[config.mk]
export PLATFORM = sky130hd
export DESIGN_NAME = mips_multicycle_ctrl
export DESIGN_NICKNAME = d
export VERILOG_FILES = /design/src/rtl/mips_multicycle_ctrl.sv
export SDC_FILE = /design/constraint.sdc
export NUM_CORES = 1
export LEC_CHECK = 0
export CORE_AREA = 2 2 86 88
export DETAILED_ROUTE_END_ITERATION = 16
export DIE_AREA = 0 0 88 90
export GPL_TIMING_DRIVEN = 0
export PLACE_DENSITY = 0.67
export RECOVER_POWER = 50
export SLEW_MARGIN = 30
export SYNTH_ARGS = -nofsm -noshare
export SYNTH_HDL_FRONTEND = slang
export SYNTH_SLANG_ARGS = --single-unit
export TNS_END_PERCENT = 100
[constraint.sdc]
create_clock -name clk -period 3.1 [get_ports clk]
set_clock_uncertainty 0.1 [all_clocks]
set_input_delay 0.775 -clock clk [delete_from_list [all_inputs] [get_ports clk]]
set_output_delay 0.775 -clock clk [all_outputs]
set_load 0.02 [all_outputs]
[src/rtl/mips_multicycle_ctrl.sv]
// Multicycle MIPS control FSM: sequences fetch/decode/execute/memory/writeback,
// drives ALU control and datapath strobes, raises illegal-op/overflow/bus-timeout exceptions.
module mips_multicycle_ctrl #(
    parameter int CNT_W      = 32,
    parameter int MEM_TO_MAX = 15
) (
    input  logic             clk,
    input  logic             reset,
    input  logic [5:0]       opcode,
    input  logic [5:0]       funct,
    input  logic             alu_zero,
    input  logic             alu_overflow,
    input  logic             mem_ready,
    output logic [5:0]       alu_control,
    output logic             alu_src_a,
    output logic [1:0]       alu_src_b,
    output logic             mem_req,
    output logic             mem_we,
    output logic             iord,
    output logic             ir_write,
    output logic             pc_write,
    output logic [1:0]       pc_src,
    output logic             reg_write,
    output logic             reg_dst,
    output logic             mem_to_reg,
    output logic             exc_valid,
    output logic [1:0]       exc_cause,
    output logic [CNT_W-1:0] retired
);

    localparam int TW = $clog2(MEM_TO_MAX + 1);

    typedef enum logic [3:0] {
        RST, FETCH, DECODE, EX_R, EX_I, ADDR, MRD, MWB, MWR, WB, BR, JMP, EXC
    } state_t;

    state_t        state, nxt;
    logic [TW-1:0] wait_cnt;
    logic          ovf_q;
    logic          rd_q;
    logic          waiting;
    logic          timeout;
    logic          ret_inc;
    logic          exc_go;
    logic [1:0]    cause_nxt;
    logic          r_ok;

    assign waiting = (state == FETCH) || (state == MRD) || (state == MWR);
    assign timeout = waiting && (wait_cnt == TW'(MEM_TO_MAX));
    assign r_ok    = (opcode == 6'd0) &&
                     (funct == 6'd32 || funct == 6'd34 || funct == 6'd36 ||
                      funct == 6'd37 || funct == 6'd39 || funct == 6'd42);

    always_ff @(posedge clk or posedge reset) begin
        if (reset) begin
            state     <= RST;
            wait_cnt  <= '0;
            ovf_q     <= 1'b0;
            rd_q      <= 1'b0;
            exc_cause <= 2'b00;
            retired   <= '0;
        end else begin
            state <= nxt;
            if (!waiting || mem_ready || nxt != state)
                wait_cnt <= '0;
            else
                wait_cnt <= wait_cnt + 1'b1;
            // Overflow only traps for the signed adds (add / addi).
            if (state == EX_R) begin
                ovf_q <= alu_overflow && (funct == 6'd32);
                rd_q  <= 1'b1;
            end else if (state == EX_I) begin
                ovf_q <= alu_overflow && (opcode == 6'd8);
                rd_q  <= 1'b0;
            end
            if (exc_go)
                exc_cause <= cause_nxt;
            if (ret_inc)
                retired <= retired + 1'b1;
        end
    end

    always_comb begin
        nxt         = state;
        alu_control = 6'd0;
        alu_src_a   = 1'b0;
        alu_src_b   = 2'd0;
        mem_req     = 1'b0;
        mem_we      = 1'b0;
        iord        = 1'b0;
        ir_write    = 1'b0;
        pc_write    = 1'b0;
        pc_src      = 2'd0;
        reg_write   = 1'b0;
        reg_dst     = 1'b0;
        mem_to_reg  = 1'b0;
        exc_valid   = 1'b0;
        ret_inc     = 1'b0;
        exc_go      = 1'b0;
        cause_nxt   = 2'b00;
        case (state)
            RST: nxt = FETCH;
            FETCH: begin
                alu_src_b   = 2'd1;
                alu_control = 6'd32;
                if (timeout) begin
                    nxt       = EXC;
                    exc_go    = 1'b1;
                    cause_nxt = 2'b11;
                end else begin
                    mem_req = 1'b1;
                    if (mem_ready) begin
                        ir_write = 1'b1;
                        pc_write = 1'b1;
                        nxt      = DECODE;
                    end
                end
            end
            DECODE: begin
                alu_src_b   = 2'd3;
                alu_control = 6'd32;
                if (r_ok)
                    nxt = EX_R;
                else if (opcode == 6'd8 || opcode == 6'd10 || opcode == 6'd12 || opcode == 6'd13)
                    nxt = EX_I;
                else if (opcode == 6'd35 || opcode == 6'd43)
                    nxt = ADDR;
                else if (opcode == 6'd4 || opcode == 6'd5)
                    nxt = BR;
                else if (opcode == 6'd2)
                    nxt = JMP;
                else begin
                    nxt       = EXC;
                    exc_go    = 1'b1;
                    cause_nxt = 2'b01;
                end
            end
            EX_R: begin
                alu_src_a   = 1'b1;
                alu_control = funct;
                nxt         = WB;
            end
            EX_I: begin
                alu_src_a   = 1'b1;
                alu_src_b   = 2'd2;
                alu_control = opcode;
                nxt         = WB;
            end
            WB: begin
                reg_dst = rd_q;
                if (ovf_q) begin
                    nxt       = EXC;
                    exc_go    = 1'b1;
                    cause_nxt = 2'b10;
                end else begin
                    reg_write = 1'b1;
                    ret_inc   = 1'b1;
                    nxt       = FETCH;
                end
            end
            ADDR: begin
                alu_src_a   = 1'b1;
                alu_src_b   = 2'd2;
                alu_control = 6'd32;
                nxt         = (opcode == 6'd43) ? MWR : MRD;
            end
            MRD, MWR: begin
                iord = 1'b1;
                if (timeout) begin
                    nxt       = EXC;
                    exc_go    = 1'b1;
                    cause_nxt = 2'b11;
                end else begin
                    mem_req = 1'b1;
                    mem_we  = (state == MWR);
                    if (mem_ready) begin
                        nxt     = (state == MWR) ? FETCH : MWB;
                        ret_inc = (state == MWR);
                    end
                end
            end
            MWB: begin
                reg_write  = 1'b1;
                mem_to_reg = 1'b1;
                ret_inc    = 1'b1;
                nxt        = FETCH;
            end
            BR: begin
                alu_src_a   = 1'b1;
                alu_control = opcode;
                pc_write    = alu_zero;
                pc_src      = 2'd1;
                ret_inc     = 1'b1;
                nxt         = FETCH;
            end
            JMP: begin
                pc_write = 1'b1;
                pc_src   = 2'd2;
                ret_inc  = 1'b1;
                nxt      = FETCH;
            end
            EXC: begin
                exc_valid = 1'b1;
                pc_write  = 1'b1;
                pc_src    = 2'd3;
                nxt       = FETCH;
            end
            default: nxt = RST;
        endcase
    end

endmodule
; ---- Word level (Yosys, flattened, before mapping)
; Index checks and enable logic that the tools add are counted.
[totals]
register_bits = 44
word_cells = 124
ram_bits = 0
latch_bits = 0
mem_count = 0
romBits = 0
in_bits = 17
[classes]
mul = 0
div_mod_pow = 0
n_mux = 55
n_shift = 0
magnitude_cmp = 0
add_sub_neg = 2
bitwise = 0
reduce_logical = 32
n_eq_ne = 29
[ops]
columns = cell, n
row1 = "== test 6 bit, second input constant", 8
row2 = 2-to-1 mux 4 bit, 10
row3 = "adder 32 x 1 -> 32 bit, second input constant", 1
row4 = 2-to-1 mux 1 bit, 31
row5 = one-hot mux 4 bit (7 select lines), 1
row6 = "== test 4 bit, second input constant", 6
row7 = "== test 6 x 4 -> 1 bit, second input constant", 4
row8 = one-hot mux 2 bit (3 select lines), 3
row9 = one-hot mux 6 bit (3 select lines), 1
row10 = "== test 4 x 3 -> 1 bit, second input constant", 4
row11 = logical OR 1 bit, 14
row12 = "== test 6 x 3 -> 1 bit, second input constant", 2
row13 = OR reduction 2 bit, 5
row14 = 2-to-1 mux 3 bit, 3
row15 = one-hot mux 1 bit (3 select lines), 3
row16 = OR reduction 3 bit, 3
row17 = "== test 4 x 2 -> 1 bit, second input constant", 2
row18 = "== test 6 x 2 -> 1 bit, second input constant", 1
row19 = zero test 6 bit, 1
row20 = OR reduction 5 bit, 1
row21 = "adder 4 x 1 -> 4 bit, second input constant", 1
row22 = "== test 4 x 1 -> 1 bit, second input constant", 1
row23 = logical AND 1 bit, 4
row24 = zero test 4 bit, 1
row25 = 6 further kinds, 7

; ---- Longest topological paths before layout
[logic_depth]
word_depth = 12
depth_mapped = 7
ltp_nobuf = 6

; ---- Least setup slack after synthesis
; Ideal clock, no wire load.
[synth_path]
path_type = input port to output port
from = in mem_ready
to = out pc_write
path_stages = 3
slack_ns = 0.703
required_time_ns = 2.225
t_arrival_ns = 1.522
path_buffers = 1
cell_sequence = clkbuf_1 and3_1 a21o_1
[synth_between]
elab_chain_cells = 3
[synth_rtl]
columns = item, line
row1 = start: declaration, 13  ; input logic mem_ready,
row2 = 2-to-1 mux 1 bit, 112  ; if (mem_ready) begin
row3 = 2-to-1 mux 1 bit, 106  ; if (timeout) begin
row4 = one-hot mux 1 bit (3 select lines), 101  ; case (state)
row5 = end: declaration, 21  ; output logic pc_write,
; No other way between the ends.

; ---- Worst setup path after layout
[layout_path]
from = reg state[1]
to = out reg_write
[layout_between]
elab_chain_cells = 2
word_cells_on_any_way = 3
[layout_rtl]
columns = item, line
row1 = start: declaration, 37  ; state_t state, nxt;
row2 = start signal: assignment, 63  ; state <= nxt;
row3 = == test 4 x 3 -> 1 bit / == test 4 bit (equally long branches), 101
row4 = one-hot mux 1 bit (2 select lines) *, 101
row5 = end: declaration, 23  ; output logic reg_write,
; Mark *: on every way between the ends. The rest lies on a longest branch, timed or not.

==> results.yml <==
status:
  outcome: "complete, no violations"
placement:
  dp_hpwl_um: 5190
  portBuffers: 67
  gp_congestion: 0.902
  placed_area_sq_um: 3540
  dp_cells: 457
global_routing:
  grt_max_degree: 29
  grt_pass1_wl_um: 11700
  grt_pass1_vias: 2392
  grt_overflow: 0
  grt_usage: 0.178
  antenna_found_initial: 0
sta:
  drv_slew: 0
  fmax_mhz: 333
  min_period_ps: 3000
  layout_worst_path_cycle_share: 0.969
  whs_ps: 367
  hold_viol: 0
  tightest_slew_ps: 703
  setup_violations: 0
  maxSlewHeadroom: 0.528
critical_path:
  crit_path_cell_trace: "buf_4, clkbuf_2, nor3_1, a21oi_1, nor2b_1, clkdlybuf4s50_1"
  arrival_ps: 2130
  required_ps: 2220
  worst-path-max-fanout: 10
  path_buf_inv: 3
  cp-start-kind: "flip-flop"
  worstSetupEndpointType: "output pin"
  critPathMaxStageDelay_ps: 600
  critPathTopFamily: "buffers and inverters"
  worstSetupPathType: "reg -> out"
  crit_path_top_delay_cell: "clkdlybuf4s50_1"
cts:
  cts_tree: "done"
  numCtsBuffers: 5
  cts_root_buf: "clkbuf_8"
  clk_pin_slew_ps: 90
  clk-insertion-delay-late_ps: 290
  cts.sinks: 44
  clock_path_buffers: 2
  h-tree-depth: 2
  holdBufCountCts: 0
die:
  die-area_sq_um: 7920
  core_sq_um: 7020
  ios: 71
  rows: 31
  initial_utilization: 0.389
  die_y_um: 90
  die_w_um: 88
route:
  wl_um: 6860
  first_iter_violations: 91
  wire_per_inst_um: 14.7
  routed_via_density: 5.35
  postRouteAntennaNets: 0
  drt_pass1_iterations: 4
  remaining_drc_errors: 0
  vias: 2489
final_layout:
  final_area_sq_um: 3640
  fin_util: 0.519
  syn_to_final_growth_pct: 33.5
  layout.nets: 384
  diodes: 0
  final_common_cell: "clkdlybuf4s50_1"
  mostFrequentLayoutCells: "clkdlybuf4s50_1 (46), dfrtp_1 (43), xnor2_1 (30)"
  final_layout_size_suffix_gt1_frac: 0.112
  layout.cells.non_filler: 465
yosys:
  syn_nets: 309
  syn_avg_cell_area_sq_um: 9.41
  yosysSeqAreaShare: 0.403
  async_reset_ff_frac: 1.00
  synth_area_sq_um: 2730
  synth_seq_cells: 44
  synth.distinct_cells: 59
  ys_warn_count: 0
  ys.flop_type: "dfrtp_1"
  synthCells: 290
  synth_edf_count: 0
job:
  drv_cap: 0
pwr:
  p_leak_nw: 1.57
  ir_worst_vdd_mv: 0.347
  powerDensity_nw_per_um2: 698
worst_hold_path:
  hold_class: "reg -> reg"
[cells in the mapped netlist (all sizes together) (2+ instances only)]
master  count  area, sq um
dfrtp      44         1100
xnor2      30          263
nand2      25         93.8
nand3      22          110
o21ai      17         88.8
nand4      14         87.6
nor2       14         52.6
and3       10         67.6
buf         9         90.1
nor2b       9         56.3
a21oi       8         47.6
clkbuf      8         30.0
a22oi       6         45.0
nand2b      6         37.5
and4        5         43.8
inv         5         18.8
nor3        5         30.0
and2        4         25.0
a21boi      3         22.5
nor3b       3         22.5
nor4b       3         41.3
or3         3         23.8
xor2        3         26.3
a211o       2         17.5
a211oi      2         20.0
a21o        2         15.0
a31oi       2         12.5
and4bb      2         25.0
ha          2         25.0
nor4        2         18.8
o211ai      2         15.0
o21a        2         15.0
o32ai       2         17.5
[stage by stage]
| step | total power, mW | setup TNS (ps) | worst slack [ps] |
|---|---|---|---|
| 2_1_floorplan | 1.63 | 0 | 703 |
| 3_3_place_gp | 2.11 | -397 | -145 |
| 3_5_place_dp | 2.13 | -392 | -151 |
| 4_1_cts | 2.58 | 0 | 9.87 |
| 5_1_grt | 2.72 | -22.1 | -22.1 |
| 6_report | 2.54 | 0 | 95.4 |
[cell families (layout without fill, tap and decap cells)]
kind of cell	after synthesis	count (layout)	synth area share
mux	2	2	0.00779
buf+inv	22	98	0.0509
compound gates	55	55	0.138
xor+xnor	33	33	0.106
simple gates	132	132	0.285
flops	44	44	0.403
fa+ha+maj	2	2	0.00916
[registers in the layout (all words and copies together), names as in the netlist]
signal,flops
state,4
exc_cause,2
rd_q,1
ovf_q,1
wait_cnt,4
retired,32
[area by class of cell]
class | instances | area (sq um)
plain buffers | 17 | 120
well taps | 99 | 124
clock buffers | 5 | 68.8
inverters | 5 | 18.8
clock inverters | 3 | 46.3
flip-flops and latches | 44 | 1100
multi-input cells | 224 | 1490
repair buffers | 68 | 678
fillers | 664 | 3380
[path summary, 6_finish.rpt]
path,cells past startpoint,start,end,slack [ps]
setup / recovery,6,state[1],reg_write,100
max in group asynchronous,3,reset,state[1],1390
hold / removal,1,retired[31],retired[31],370
setup reg to reg,7,wait_cnt[0],retired[23],490
hold reg to reg,1,retired[31],retired[31],370
min in group asynchronous,2,reset,retired[11],920
[where the power goes]
group	switching [mW]	internal [mW]
Combinational	0.749	0.578
Sequential	0.104	0.663
Clock	0.205	0.243
Total	1.06	1.48
[layer usage]
metal	share of wire	wire, um	GRT usage
met1	0.44	3030	0.237
met2	0.49	3390	0.296
met3	0.051	348	0.0266
met4	0.012	80	0.0538
met5	0	0	0
[repair_timing]
item,in CTS,in global routing
setup endpoints to repair,13,16
resized for setup,12,31
buffers inserted,0,0
Note: power is estimated with default switching activity, not from simulation.
